$ cat config.mk
export PLATFORM = sky130hd
export DESIGN_NAME = obf_sub_sequencer
export DESIGN_NICKNAME = d
export VERILOG_FILES = /design/src/rtl/obf_sub_sequencer.sv
export SDC_FILE = /design/constraint.sdc
export NUM_CORES = 1
export LEC_CHECK = 0
export ABC_CLOCK_PERIOD_IN_PS = 4700
export BUFFER_PORTS_ARGS = -buffer_cell sky130_fd_sc_hd__buf_2
export CORE_ASPECT_RATIO = 1.2
export CORE_UTILIZATION = 40
export DETAILED_ROUTE_END_ITERATION = 7
export PLACE_DENSITY = 0.67
export SYNTH_ARGS = -nofsm -noshare
export SYNTH_HDL_FRONTEND = slang
export SYNTH_SLANG_ARGS = --single-unit
$ cat constraint.sdc
create_clock -name i_clk -period 4.7 [get_ports i_clk]
set_clock_uncertainty 0.1 [all_clocks]
set_input_delay 0.235 -clock i_clk [delete_from_list [all_inputs] [get_ports i_clk]]
set_output_delay 0.235 -clock i_clk [all_outputs]
set_load 0.01 [all_outputs]
$ cat src/rtl/obf_sub_sequencer.sv
// Walks the obfuscation substitution LUT and emits sub/imm beats to decode over valid/ready.
// Optional watchdog: define OBF_SEQ_WDOG_EN to abort sequences that exceed MAX_STEPS words.
module obf_sub_sequencer #(
    parameter int IGU_W     = 7,
    parameter int PPC_W     = 5,
    parameter int LUT_W     = 16,
    parameter int MAX_STEPS = 24
) (
    input  logic             i_clk,
    input  logic             i_rst_n,
    input  logic             i_igu_valid,
    input  logic [IGU_W-1:0] i_igu_index,
    output logic             o_igu_ready,
    output logic [IGU_W-1:0] o_lut_index,
    output logic [PPC_W-1:0] o_lut_ppc,
    input  logic [LUT_W-1:0] i_lut_sub,
    input  logic [LUT_W-1:0] i_lut_imm,
    output logic             o_sub_valid,
    input  logic             i_sub_ready,
    output logic [LUT_W-1:0] o_sub_word,
    output logic [LUT_W-1:0] o_sub_imm,
    output logic             o_sub_has_imm,
    output logic             o_sub_end,
    output logic             o_sub_pass,
    output logic             o_obf_stall,
    output logic             o_seq_err
);

    // States: IDLE accept index / passthrough beat | RUN walk LUT | DRAIN hold END beat
    typedef enum logic [1:0] {
        S_IDLE  = 2'd0,
        S_RUN   = 2'd1,
        S_DRAIN = 2'd2
    } state_t;

    localparam logic [LUT_W-1:0] END_WORD = '1;

    state_t           r_state;
    logic             r_igu_ready;
    logic             r_pass_pend;
    logic [IGU_W-1:0] r_lut_index;
    logic [PPC_W-1:0] r_lut_ppc;
    logic             r_valid;
    logic [LUT_W-1:0] r_word;
    logic [LUT_W-1:0] r_imm;
    logic             r_has_imm;
    logic             r_end;
    logic             r_pass;
    logic             r_stall;

    logic w_take;
    logic w_load;
    logic w_accept;
    logic w_is_end;
    logic w_has_imm;
    logic w_capture;
    logic w_wdog_hit;

    assign w_take    = r_valid & i_sub_ready;
    assign w_load    = ~r_valid | w_take;
    assign w_accept  = (r_state == S_IDLE) & r_igu_ready & i_igu_valid;
    assign w_is_end  = (i_lut_sub == END_WORD);
    assign w_has_imm = (i_lut_sub[LUT_W-1 -: 2] == 2'b01);
    assign w_capture = (r_state == S_RUN) & w_load & ~w_is_end;

`ifdef OBF_SEQ_WDOG_EN
    localparam int SW = $clog2(MAX_STEPS + 1);

    logic [SW-1:0] r_steps;
    logic          r_seq_err;

    assign w_wdog_hit = (r_steps == SW'(MAX_STEPS));

    always_ff @(posedge i_clk) begin
        if (!i_rst_n) begin
            r_steps   <= '0;
            r_seq_err <= 1'b0;
        end else begin
            r_seq_err <= w_capture & w_wdog_hit;
            if (w_accept)
                r_steps <= '0;
            else if (w_capture && !w_wdog_hit)
                r_steps <= r_steps + SW'(1);
        end
    end

    assign o_seq_err = r_seq_err;
`else
    logic w_unused_wdog;

    assign w_wdog_hit    = 1'b0;
    assign w_unused_wdog = (MAX_STEPS > 0);
    assign o_seq_err     = 1'b0;
`endif

    always_ff @(posedge i_clk) begin
        if (!i_rst_n) begin
            r_state     <= S_IDLE;
            r_igu_ready <= 1'b1;
            r_pass_pend <= 1'b0;
            r_lut_index <= '0;
            r_lut_ppc   <= '0;
            r_valid     <= 1'b0;
            r_word      <= '0;
            r_imm       <= '0;
            r_has_imm   <= 1'b0;
            r_end       <= 1'b0;
            r_pass      <= 1'b0;
            r_stall     <= 1'b0;
        end else begin
            case (r_state)
                S_IDLE: begin
                    if (w_accept) begin
                        r_igu_ready <= 1'b0;
                        if (i_igu_index != '0) begin
                            r_lut_index <= i_igu_index;
                            r_lut_ppc   <= '0;
                            r_stall     <= 1'b1;
                            r_state     <= S_RUN;
                        end else begin
                            r_pass_pend <= 1'b1;
                        end
                    end else if (r_pass_pend) begin
                        // extra cycle keeps passthrough latency equal to a LUT walk
                        r_pass_pend <= 1'b0;
                        r_valid     <= 1'b1;
                        r_pass      <= 1'b1;
                        r_end       <= 1'b1;
                        r_has_imm   <= 1'b0;
                        r_word      <= '0;
                        r_imm       <= '0;
                    end else if (w_take) begin
                        r_valid     <= 1'b0;
                        r_pass      <= 1'b0;
                        r_end       <= 1'b0;
                        r_igu_ready <= 1'b1;
                    end
                end

                S_RUN: begin
                    if (w_load) begin
                        r_valid <= 1'b1;
                        r_pass  <= 1'b0;
                        if (w_is_end || w_wdog_hit) begin
                            r_end     <= 1'b1;
                            r_has_imm <= 1'b0;
                            r_word    <= END_WORD;
                            r_imm     <= '0;
                            r_state   <= S_DRAIN;
                        end else begin
                            r_end     <= 1'b0;
                            r_word    <= i_lut_sub;
                            r_has_imm <= w_has_imm;
                            r_imm     <= w_has_imm ? i_lut_imm : '0;
                            r_lut_ppc <= r_lut_ppc + (w_has_imm ? PPC_W'(2) : PPC_W'(1));
                        end
                    end
                end

                S_DRAIN: begin
                    if (w_take) begin
                        r_valid     <= 1'b0;
                        r_end       <= 1'b0;
                        r_stall     <= 1'b0;
                        r_igu_ready <= 1'b1;
                        r_state     <= S_IDLE;
                    end
                end

                default: r_state <= S_IDLE;
            endcase
        end
    end

    assign o_igu_ready   = r_igu_ready;
    assign o_lut_index   = r_lut_index;
    assign o_lut_ppc     = r_lut_ppc;
    assign o_sub_valid   = r_valid;
    assign o_sub_word    = r_word;
    assign o_sub_imm     = r_imm;
    assign o_sub_has_imm = r_has_imm;
    assign o_sub_end     = r_end;
    assign o_sub_pass    = r_pass;
    assign o_obf_stall   = r_stall;

endmodule

# --- Yosys cells after proc, flatten, opt, wreduce, memory -nomap -nowiden ---
# Index checks and enable logic that the tools add are counted.
# Widths: inputs -> output; s select.
op_classes:
  muxes: 51
  n_addsub: 1
  bitwise_logic: 5
  n_eq_ne: 15
  n_reduce_logical: 14
ops:
  columns: ["op", "n"]
  rows:
  - ["$mux 16", 7]
  - ["$pmux 16 s2", 2]
  - ["$mux 1", 24]
  - ["$mux 5", 4]
  - ["$eq 16x16->1 const B", 1]
  - ["$ne 2x2->1 const B", 8]
  - ["$mux 2", 6]
  - ["$reduce_and 4->1", 3]
  - ["$pmux 5 s2", 1]
  - ["$reduce_and 5->1", 2]
  - ["$pmux 1 s2", 4]
  - ["$reduce_bool 7->1", 1]
  - ["$ne 3x3->1 const B", 2]
  - ["$pmux 1 s3", 2]
  - ["$pmux 2 s3", 1]
  - ["$reduce_and 3->1", 2]
  - ["$add 5x2->5", 1]
  - ["$eq 2x1->1 const B", 2]
  - ["$reduce_and 2->1", 2]
  - ["$reduce_bool 2->1", 2]
  - ["$and 1x1->1", 3]
  - ["$reduce_bool 3->1", 1]
  - ["$eq 2x2->1 const B", 1]
  - ["$logic_not 2->1", 1]
  - ["other kinds (3)", 3]
totals:
  regBits: 53
  wordCells: 98
  in_bits: 43
  out_inout_bits: 51

# --- Longest topological paths before layout ---
# Gate-level depths: netlist of the first run.
logic_depth:
  ltp_word: 6
  mapped_depth: 8
  ltp_nobuf: 7

# --- Worst setup path after synthesis of the first run ---
# No wires, ideal clock.
synth_path:
  path_kind: "input-to-reg"
  from: "input port i_lut_sub[15]"
  to: "register r_lut_ppc[4], in the netlist o_lut_ppc[4]"
  setup_ns: 0.122
  arrival_time_ns: 2.002
  t_required_ns: 4.478
  setup_slack_ns: 2.476
  n_path_buf: 0
  path_stages: 7
  path_cell_list: "nand2b_1 -> ha_1 -> inv_1 -> fa_1 -> or4_1 -> a2bb2oi_1 -> a311o_1"
synth_between:
  elab_chain_len: 6
  elab_cells_between_ends: 9
  cone_classes: "add/sub (1); eq/ne (3); mux (4); reduce/logical (1)"
synth_lines:
  columns: ["item", "line_no", "rtl"]
  rows:
  - ["from (decl)", "16", "input logic [LUT_W-1:0] i_lut_sub,"]
  - ["$eq 2x1->1", "63", "assign w_has_imm = (i_lut_sub[LUT_W-1 -: 2] == 2'b01);"]
  - ["$mux 2", "155", "r_lut_ppc <= r_lut_ppc + (w_has_imm ? PPC_W'(2) : PPC_W'(1));"]
  - ["$add 5x2->5", "155", null]
  - ["$mux 5", "144", "if (w_is_end || w_wdog_hit) begin"]
  - ["$mux 5", "141", "if (w_load) begin"]
  - ["$pmux 5 s2", "111", "case (r_state)"]
  - ["to (signal assigned)", "155", null]
  - ["to (decl)", "42", "logic [PPC_W-1:0] r_lut_ppc;"]
# Parallel ways exist; a longest one is shown, timed or not. The select of a mux whose other input is x is not followed.
# A chain may end at the register's enable or synchronous reset.

# --- Worst setup path after layout of the first run ---
layout_path:
  from: "register r_state[1]"
  to: "register r_imm[12], in the netlist o_sub_imm[12]"
layout_between:
  elab_chain_len: 5
  elab_cells_between_ends: 10
  cone_classes: "eq/ne (4); mux (1); bitwise (2); reduce/logical (3)"
layout_lines:
  columns: ["item", "line_no", "rtl"]
  rows:
  - ["from (decl)", "38", "state_t r_state;"]
  - ["from (signal assigned)", "98", "r_state <= S_IDLE;"]
  - ["from (signal assigned)", "119", "r_state <= S_RUN;"]
  - ["from (signal assigned)", "149", "r_state <= S_DRAIN;"]
  - ["$logic_not 2->1", "61, 111", null]
  - ["$and 1x1->1 (2 in a row)", "61", "assign w_accept = (r_state == S_IDLE) & r_igu_ready & i_igu_valid;"]
  - ["$ne 2x2->1 (no line)", null, null]
  - ["$reduce_and 4->1 (no line)", null, null]
  - ["to (signal assigned)", "154", "r_imm <= w_has_imm ? i_lut_imm : '0;"]
  - ["to (decl)", "45", "logic [LUT_W-1:0] r_imm;"]
# Parallel ways exist; a longest one is shown, timed or not.

==> flow_summary.json, run 1 <==
{
  "start_util": 0.421,
  "drc": 0,
  "cp_cell_sequence": "inv_1, ha_1, and3b_1, a211o_1, a22oi_1, nor2_1",
  "wl_met3_um": 379,
  "cp_slowest_cell": "a211o_1",
  "synth-edff-count": 0,
  "max_freq_mhz": 348,
  "vias": 2395,
  "worst_hold_slack_ns": 0.0740,
  "syn-cell-area_um2": 2420,
  "min_period_over_period": 0.612,
  "syn_nets": 337,
  "hpwl_um": 4220,
  "synthMuxAreaShare": 0.00828,
  "drv_slew": 0,
  "post_route_cells_drive_above_1_share": 0.288,
  "antenna_cells": 0,
  "multiInputGateArea_um2": 1230,
  "synth_fa_ha_area_frac": 0.0445,
  "synth_warnings": 0,
  "synth_top_area_frac": 0.439,
  "netlist_instances": 286,
  "area_delta_synth_final_pct": 23.3,
  "cp.required_ns": 4.84,
  "synth_area_per_cell_um2": 8.45,
  "critPathMaxFanout": 33,
  "hold_violations": 0,
  "clockBufferDepth": 2,
  "drtPass1Iterations": 4,
  "core-area_um2": 5740,
  "cts_tree": "done",
  "period_minus_slack_ns": 2.88,
  "tightestPinTransition_ns": 1.05,
  "synth_area_leaders": "dfxtp_1 (44%), a21oi_1 (7.0%), nand2_1 (6.1%)",
  "startpoint_type": "flip-flop",
  "grt-ovfl-total": 0,
  "die_area_um2": 6360,
  "wl_met1_um": 2720,
  "synth_simple_gate_area_share": 0.236,
  "htreeDepth": 2,
  "end_kind": "flip-flop",
  "cts_buffers": 5,
  "worstRegToRegCells": 6,
  "grt_pass1_wl_um": 9710,
  "num_rows": 30,
  "fp.dieW_um": 73.0,
  "synthXorXnorAreaFrac": 0,
  "wl_met2_um": 2930,
  "holdBufCountCts": 0,
  "status": "finished, final reports clean",
  "post_drt_via_cell_ratio": 5.35,
  "wirelength_um": 6100,
  "seq_area_frac_synth": 0.439,
  "cts_resized": 0,
  "power_density_nw_per_um2": 407,
  "leakagePower_uw": 0.00127,
  "hold_class": "primary input to flip-flop",
  "grt_setup_unrepaired": "false",
  "ant_nets": 0,
  "regArea_um2": 1060,
  "synth_compound_area_frac": 0.219,
  "clock_sinks": 53,
  "ios": 94,
  "ys_async_sr_fraction": 0,
  "worstHoldPathCells": 3,
  "final_area_um2": 2980,
  "ys_ff_latch": 53,
  "nets": 418,
  "avgRoutedWirePerCell_um": 13.6,
  "ys_types": 48,
  "grt_pass1_vias": 2112,
  "top_layer": "met4",
  "critPathKind": "flip-flop to flip-flop",
  "relSlewSlack": 0.301,
  "nFillCells": 577,
  "critical_path_arrival_ns": 3.02,
  "grt_max_degree": 47,
  "grt_util_all_layers": 0.195,
  "setup-violations-final": 0,
  "yosysTopAreaCell": "dfxtp_1",
  "cp_slowest_stage_delay_ns": 0.83,
  "finalSetupTns_ns": 0,
  "gp_congestion": 0.838,
  "cts-root-buf": "clkbuf_8",
  "drt-initial-drc-count": 201,
  "clk_pin_slew_ns": 0.10,
  "port_buffers": 92,
  "clock_latency_ns": 0.30,
  "vdd_drop_max_mv": 0.201,
  "ys.flop_type": "dfxtp_1",
  "place_area_um2": 2890,
  "antenna_found_initial": 0,
  "synth_top_family_by_area": "simple AND/OR/NAND/NOR gates",
  "die_y_um": 87.2,
  "post_cts_buffers": 0,
  "maxCapViolCount": 0
}
==> final cells by class <==
type	instances	area share
inverter	9	0.0113
timing repair buffer	93	0.157
multi-input combinational	205	0.413
clock inverter	2	0.00504
clock buffer	6	0.0243
sequential	53	0.356
tap	80	0.0336
==> registers in the layout, indices dropped and copies added (netlist names) <==
name and count:
o_sub_end 1, o_sub_imm 16, o_sub_has_imm 1, r_state 2, o_igu_ready 1, o_sub_valid 1, o_sub_word 16, r_pass_pend 1
o_obf_stall 1, o_sub_pass 1, o_lut_ppc 5, o_lut_index 7
==> metal layers <==
metal,vias up,track usage
li1,1188,-
met1,1123,0.258
met2,77,0.314
met3,7,0.0486
met4,0,0.0553
met5,-,0
==> worst max-delay path, delay by kind of cell, from the launching register on <==
family / cells / cell delay, ns
and+or+nand+nor: 2 / 0.51
adders and majority gates: 1 / 0.74
DFF: 1 / 0.34
AOI/OAI and AO/OA: 2 / 0.98
buffers and inverters: 1 / 0.12
==> final timing paths <==
path / slack (ns) / end / start
worst min-delay path: 0.07 / o_sub_imm[1]$_SDFFE_PN0P_ / i_lut_imm[1]
worst min register to register: 0.36 / o_sub_word[6]$_SDFFE_PN0P_ / o_sub_word[6]$_SDFFE_PN0P_
worst max register to register: 1.82 / o_sub_imm[12]$_SDFFE_PN0P_ / r_state[1]$_SDFFE_PN0P_
worst max-delay path: 1.82 / o_sub_imm[12]$_SDFFE_PN0P_ / r_state[1]$_SDFFE_PN0P_
==> Yosys cell counts (2+ instances only) <==
| cell | instances |
|---|---|
| a21bo_2 | 2 |
| a21o_1 | 2 |
| a21oi_1 | 34 |
| a22oi_1 | 17 |
| a31oi_1 | 2 |
| buf_2 | 5 |
| buf_4 | 2 |
| clkbuf_1 | 11 |
| dfxtp_1 | 53 |
| ha_1 | 7 |
| inv_1 | 9 |
| mux2i_1 | 2 |
| nand2_1 | 39 |
| nand2b_1 | 6 |
| nand3_1 | 21 |
| nand3b_1 | 2 |
| nand4_1 | 4 |
| nor2_1 | 22 |
| nor2b_1 | 2 |
| nor3_1 | 5 |
| nor4_1 | 4 |
| o2111ai_1 | 3 |
| o211ai_1 | 2 |
| o21ai_0 | 2 |
| or3_1 | 2 |
| or4_1 | 4 |
==> per-stage QoR <==
step                       util  cells  worst slack (ns)  total power (uW)
after floorplan               -    286              2.48               850
after global placement    0.504    440              1.94               959
after detailed placement  0.504    440              1.79               966
after CTS                 0.519    448              1.81              1230
after global routing      0.519    448              1.46              1300
final                     0.519    448              1.82              1210
==> placed cells by master (no fill, tap or decap), types with 3 or more instances in the layout <==
cell type,count
nand4_1,4
buf_2,92
nand3_1,21
o2111ai_1,3
nand2_1,39
clkbuf_8,5
dfxtp_1,53
ha_1,7
inv_1,9
or4_1,4
nor3_1,5
a21oi_1,34
a22oi_1,17
nand2b_1,6
nor4_1,4
nor2_1,22
==> logic make-up (layout without fill, tap and decap cells) <==
logic type	Yosys count	in the layout
other	1	1
AND/OR/NAND/NOR	117	117
adder cells (fa/ha/maj)	8	8
multiplexers	2	2
flip-flops	53	53
buffers and inverters	28	110
AO/OA/AOI/OAI	77	77
==> report_power, final <==
group	internal [uW]	leakage [uW]	switching [uW]
registers	489	0.000429	29.0
logic	141	0.000808	295
clock network	105	0.0000374	152
total	736	0.00127	477
Note: power is estimated with default switching activity, not from simulation.
==> run 2, diff against run 1 <==
Settings changed: ABC_AREA set to 1, ABC_CLOCK_PERIOD_IN_PS 4700 to 2600, PLACE_DENSITY 0.67 to 0.69.
Clock period 4.7 ns to 2.6 ns, I/O delays scaled along.
==> flow_summary.json, run 2 <==
{
  "status": "finished, final reports clean",
  "cp_slowest_cell": "nor2_8",
  "syn-cell-area_um2": 2450,
  "synth-edff-count": 0,
  "ant_nets": 0,
  "cp.required_ns": 2.72,
  "power.internal_uw": 1550,
  "drtPass1Iterations": 4,
  "core-area_um2": 5780,
  "num_rows": 30,
  "seq_area_frac_synth": 0.432,
  "synth_top_area_frac": 0.432,
  "pre_cts_ws_ns": 0.379,
  "timing.final.ws_setup_ns": 0.336,
  "critical_path_arrival_ns": 2.39,
  "synth_area_per_cell_um2": 7.44,
  "post_drt_via_cell_ratio": 4.74,
  "avgRoutedWirePerCell_um": 11.8,
  "fp.dieW_um": 73.5,
  "gp_congestion": 0.777,
  "syn_nets": 381,
  "utilization": 0.584,
  "cts-root-buf": "clkbuf_8",
  "grt_util_all_layers": 0.200,
  "final_common_cell": "nand2_1",
  "cp_slowest_stage_delay_ns": 0.40,
  "clockBufferDepth": 2,
  "clock_sinks": 53,
  "finalSetupTns_ns": 0,
  "end_kind": "flip-flop",
  "area_delta_synth_final_pct": 37.6,
  "die_y_um": 87.8,
  "vdd_drop_max_mv": 0.446,
  "relSlewSlack": 0.561,
  "drc": 0,
  "min_period_over_period": 0.871,
  "yosysTopAreaCell": "dfxtp_1",
  "max_freq_mhz": 442,
  "hpwl_um": 4040,
  "clockPowerShare": 0.177,
  "place_area_um2": 2920,
  "nets": 504,
  "power.switching_uw": 1080,
  "ys_ff_latch": 53,
  "ys.flop_type": "dfxtp_1",
  "grt_pass1_vias": 2283,
  "setup-violations-final": 0,
  "p_seq_frac": 0.396,
  "netlist_instances": 330,
  "ios": 94,
  "hold_class": "primary input to flip-flop",
  "power_density_nw_per_um2": 780,
  "leakagePower_uw": 0.00157,
  "synth_warnings": 0,
  "post_route_cells_drive_above_1_share": 0.260,
  "drt-initial-drc-count": 218,
  "cp_top_family": "simple AND/OR/NAND/NOR gates",
  "drv_slew": 0,
  "ys_types": 32,
  "antenna_cells": 0,
  "cts_buffers": 5,
  "start_util": 0.424,
  "antenna_found_initial": 0,
  "critPathKind": "flip-flop to flip-flop",
  "maxCapViolCount": 0,
  "ys_top_cells_by_count": "nand2_1 (94), dfxtp_1 (53), a21oi_1 (40), nor2_1 (36), nand3_1 (28)",
  "worst-path-buf-inv": 2,
  "cp_cell_sequence": "inv_1, ha_1, nand3_1, o21ai_2, inv_2, nand2_8, nor2_8, nand3_1, a21oi_1",
  "clock_latency_ns": 0.30,
  "grt_max_degree": 38,
  "final_area_um2": 3380,
  "swShare": 0.410,
  "yosysMostFrequentCell": "nand2_1",
  "ys_async_sr_fraction": 0,
  "synth_area_leaders": "dfxtp_1 (43%), nand2_1 (14%), a21oi_1 (8.2%)",
  "p_total_uw": 2640,
  "tightestPinTransition_ns": 0.658,
  "wirelength_um": 6330,
  "post_cts_buffers": 0,
  "cts_tree": "done",
  "grt-ovfl-total": 0,
  "comb_power_share": 0.426,
  "crit_path_frequent_cell": "nand3_1",
  "port_buffers": 92,
  "grt_pass1_wl_um": 10100,
  "grt_setup_unrepaired": "false",
  "hold_violations": 0,
  "die_area_um2": 6450,
  "cts_resized": 0,
  "htreeDepth": 2,
  "period_minus_slack_ns": 2.26,
  "critPathMaxFanout": 34,
  "final_cell_mix": "nand2_1 (94), buf_2 (92), dfxtp_1 (53)",
  "startpoint_type": "flip-flop",
  "vias": 2529,
  "clk_pin_slew_ns": 0.09
}
[run 2: changes by cell type after synthesis, moves of 7 or more]
cell / before / now
nand2_1: 39 / 94
a22oi_1: 17 / 0
nor2_1: 22 / 36
o21ai_0: 2 / 12
inv_1: 9 / 18
nand3_1: 21 / 28
[run 2: metrics by stage]
stage	instances	hold WS, ns
global route	534	0.0800
CTS	534	0.00595
floorplan	330	0.173
detailed placement	489	0.295
global placement	489	0.291
finish	534	0.0174
[run 2: layout make-up]
class / count / area [um2]
clock buffer: 6 / 72.6
tap: 80 / 100
clock inverter: 2 / 15.0
sequential: 53 / 1060
inverter: 22 / 82.6
timing repair buffer: 130 / 838
multi-input combinational: 241 / 1210
fill: 567 / 2400
[run 2: worst register-to-register path: stages (launching register included)]
cell	delay [ns]
dfxtp_1	0.39
inv_1	0.10
ha_1	0.33
nand3_1	0.20
o21ai_2	0.09
inv_2	0.12
nand2_8	0.17
nor2_8	0.41
nand3_1	0.13
a21oi_1	0.16
[run 2: kinds of logic after synthesis]
family                   share of synthesized area
AO/OA/AOI/OAI                                0.134
buffers and inverters                       0.0755
AND/OR/NAND/NOR                              0.313
adder cells (fa/ha/maj)                     0.0439
other                                      0.00153
flip-flops                                   0.432
[run 2: worst paths after layout]
path,start,depth (start not counted),endpoint,slack [ns]
max,r_state[1]$_SDFFE_PN0P_,9,o_sub_imm[5]$_SDFFE_PN0P_,0.34
max reg2reg,r_state[1]$_SDFFE_PN0P_,9,o_sub_imm[5]$_SDFFE_PN0P_,0.34
min reg2reg,o_sub_imm[8]$_SDFFE_PN0P_,2,o_sub_imm[8]$_SDFFE_PN0P_,0.37
min,i_igu_index[3],3,o_lut_index[3]$_SDFFE_PN0P_,0.02
[run 2: routing by layer]
layer  up-vias  global-route usage  routed length (um)
li1       1305                   -                   -
met1      1138               0.245                2780
met2        80               0.347                3170
met3         6              0.0391                 299
met4         0              0.0664                  78
met5         -                   0                   0
[run 2: timing repair]
| action | 4_1_cts | 5_1_grt |
|---|---|---|
| hold buffers | 37 | 0 |
| endpoints found under the hold margin | 37 | 0 |
| endpoints found under the setup margin | 0 | 0 |
[run 2: power by group through the flow]
stage	logic, uW	clock network, uW	registers [uW]
5_1_grt	1280	516	1060
3_5_place_dp	1080	0	1060
3_3_place_gp	1060	0	1060
6_report	1120	468	1040
2_1_floorplan	796	0	1110
4_1_cts	1130	490	1050
==> run 3, diff against run 2 <==
==> constraint.sdc (replaced) <==
create_clock -name i_clk -period 2.6 [get_ports i_clk]
set_clock_uncertainty 0.1 [all_clocks]
set_input_delay 0.26 -clock i_clk [delete_from_list [all_inputs] [get_ports i_clk]]
set_output_delay 0.26 -clock i_clk [all_outputs]
set_load 0.01 [all_outputs]
==> flow_summary.json, run 3 (synthesis results as in run 2) <==
{
  "status": "finished, final reports clean",
  "die_y_um": 87.8,
  "critPathLaunch": "r_state[1]$_SDFFE_PN0P_",
  "clk_pin_slew_ns": 0.10,
  "worst_hold_slack_ns": 0.100,
  "hold_class": "primary input to flip-flop",
  "grt_util_all_layers": 0.176,
  "worst-path-buf-inv": 2,
  "final_cell_mix": "nand2_1 (94), buf_2 (92), dfxtp_1 (53)",
  "die_area_um2": 6450,
  "cp_slowest_cell": "dfxtp_1",
  "reg2reg_slack_ns": 0.37,
  "grt-ovfl-total": 0,
  "hold_violations": 0,
  "regToRegEndpoint": "o_sub_imm[5]$_SDFFE_PN0P_",
  "antenna_found_initial": 0,
  "holdBufCountCts": 0,
  "cts_buffers": 5,
  "post_cts_buffers": 0,
  "endpoint": "o_sub_imm[5]$_SDFFE_PN0P_",
  "final_common_cell": "nand2_1",
  "drv_slew": 0,
  "max_freq_mhz": 449,
  "clockBufferDepth": 2,
  "worstRegToRegCells": 9,
  "wirelength_um": 5630,
  "post_route_cells_drive_above_1_share": 0.285,
  "ios": 94,
  "antenna_cells": 0,
  "drtPass1Iterations": 4,
  "utilization": 0.521,
  "finalSetupTns_ns": 0,
  "wl_met2_um": 2690,
  "top_layer": "met4",
  "avgRoutedWirePerCell_um": 11.3,
  "clock_sinks": 53,
  "vdd_drop_max_mv": 0.443,
  "critical_path_arrival_ns": 2.37,
  "wl_met1_um": 2550,
  "htreeDepth": 2,
  "min_period_over_period": 0.857,
  "startpoint_type": "flip-flop",
  "tightestPinTransition_ns": 0.629,
  "crit_path_frequent_cell": "nand3_1",
  "critPathMaxFanout": 34,
  "pre_cts_ws_ns": 0.409,
  "start_util": 0.424,
  "setup-violations-final": 0,
  "vias": 2363,
  "period_minus_slack_ns": 2.23,
  "hpwl_um": 4050,
  "gp_congestion": 0.793,
  "instances_no_fill": 497,
  "cp.required_ns": 2.75,
  "leakagePower_uw": 0.00142,
  "core-area_um2": 5780,
  "clock_latency_ns": 0.31,
  "grt_pass1_vias": 2102,
  "power_density_nw_per_um2": 861,
  "dp_cells": 489,
  "port_buffers": 92,
  "num_rows": 30,
  "cp_slowest_stage_delay_ns": 0.40,
  "grt_setup_unrepaired": "false",
  "worstSetupPathDepth": 9,
  "grt_pass1_wl_um": 8970,
  "drt-initial-drc-count": 103,
  "relSlewSlack": 0.580,
  "post_drt_via_cell_ratio": 4.75,
  "nets": 467,
  "cts_resized": 0,
  "timing.final.ws_setup_ns": 0.372,
  "grt_max_degree": 38,
  "drc": 0,
  "area_delta_synth_final_pct": 22.6,
  "cp_cell_sequence": "inv_1, ha_1, nand3_1, o21ai_2, inv_2, nand2_8, nor2_8, nand3_1, a21oi_1",
  "nFillCells": 620,
  "cts-root-buf": "clkbuf_8",
  "ant_nets": 0,
  "cts_tree": "done",
  "fp.dieW_um": 73.5,
  "critPathKind": "flip-flop to flip-flop",
  "wl_met3_um": 300,
  "r2r-start": "r_state[1]$_SDFFE_PN0P_",
  "cp_top_family": "simple AND/OR/NAND/NOR gates",
  "maxCapViolCount": 0,
  "end_kind": "flip-flop"
}
==> run 3: how the worst min path moves through the flow <==
stage,from,endpoint,slack [ns],cells past startpoint
after floorplan,i_lut_sub[0],o_sub_word[0]$_SDFFE_PN0P_,0.30,2
after global placement,o_sub_word[4]$_SDFFE_PN0P_,o_sub_word[4]$_SDFFE_PN0P_,0.35,2
after detailed placement,o_sub_imm[15]$_SDFFE_PN0P_,o_sub_imm[15]$_SDFFE_PN0P_,0.35,2
after CTS,i_lut_sub[0],o_sub_word[0]$_SDFFE_PN0P_,0.09,3
after global routing,i_lut_sub[8],o_sub_word[8]$_SDFFE_PN0P_,0.08,3
final,i_lut_sub[13],o_sub_word[13]$_SDFFE_PN0P_,0.10,3
==> run 3: layout make-up <==
class	instances	area (um2)	area share
inverters	22	82.6	0.0274
multi-input cells	241	1210	0.401
repair buffers	93	468	0.156
clock buffers	5	68.8	0.0229
well taps	80	100	0.0333
clock inverters	3	21.3	0.00707
flip-flops and latches	53	1060	0.353
==> run 3: power by group <==
| part | switching [uW] | total [uW] | internal (uW) |
|---|---|---|---|
| Combinational | 690 | 1070 | 384 |
| Clock | 282 | 474 | 192 |
| Sequential | 101 | 1040 | 944 |
| Total | 1070 | 2590 | 1520 |
==> run 3: tightest hold or removal path: stages <==
cell and delay [ns]:
buf_2 0.10, nand2_1 0.05, a21oi_1 0.05
==> run 3: routing by layer <==
| metal | track usage | vias to the layer above |
|---|---|---|
| li1 | - | 1233 |
| met1 | 0.206 | 1061 |
| met2 | 0.315 | 61 |
| met3 | 0.0368 | 8 |
| met4 | 0.0594 | 0 |
| met5 | 0 | - |
==> run 3: stage by stage <==
step                      power [uW]  area [um2]
after floorplan                 1910        2450
after global placement          2130        2920
after detailed placement        2140        2920
after CTS                       2630        3010
after global routing            2800        3010
final                           2590        3010
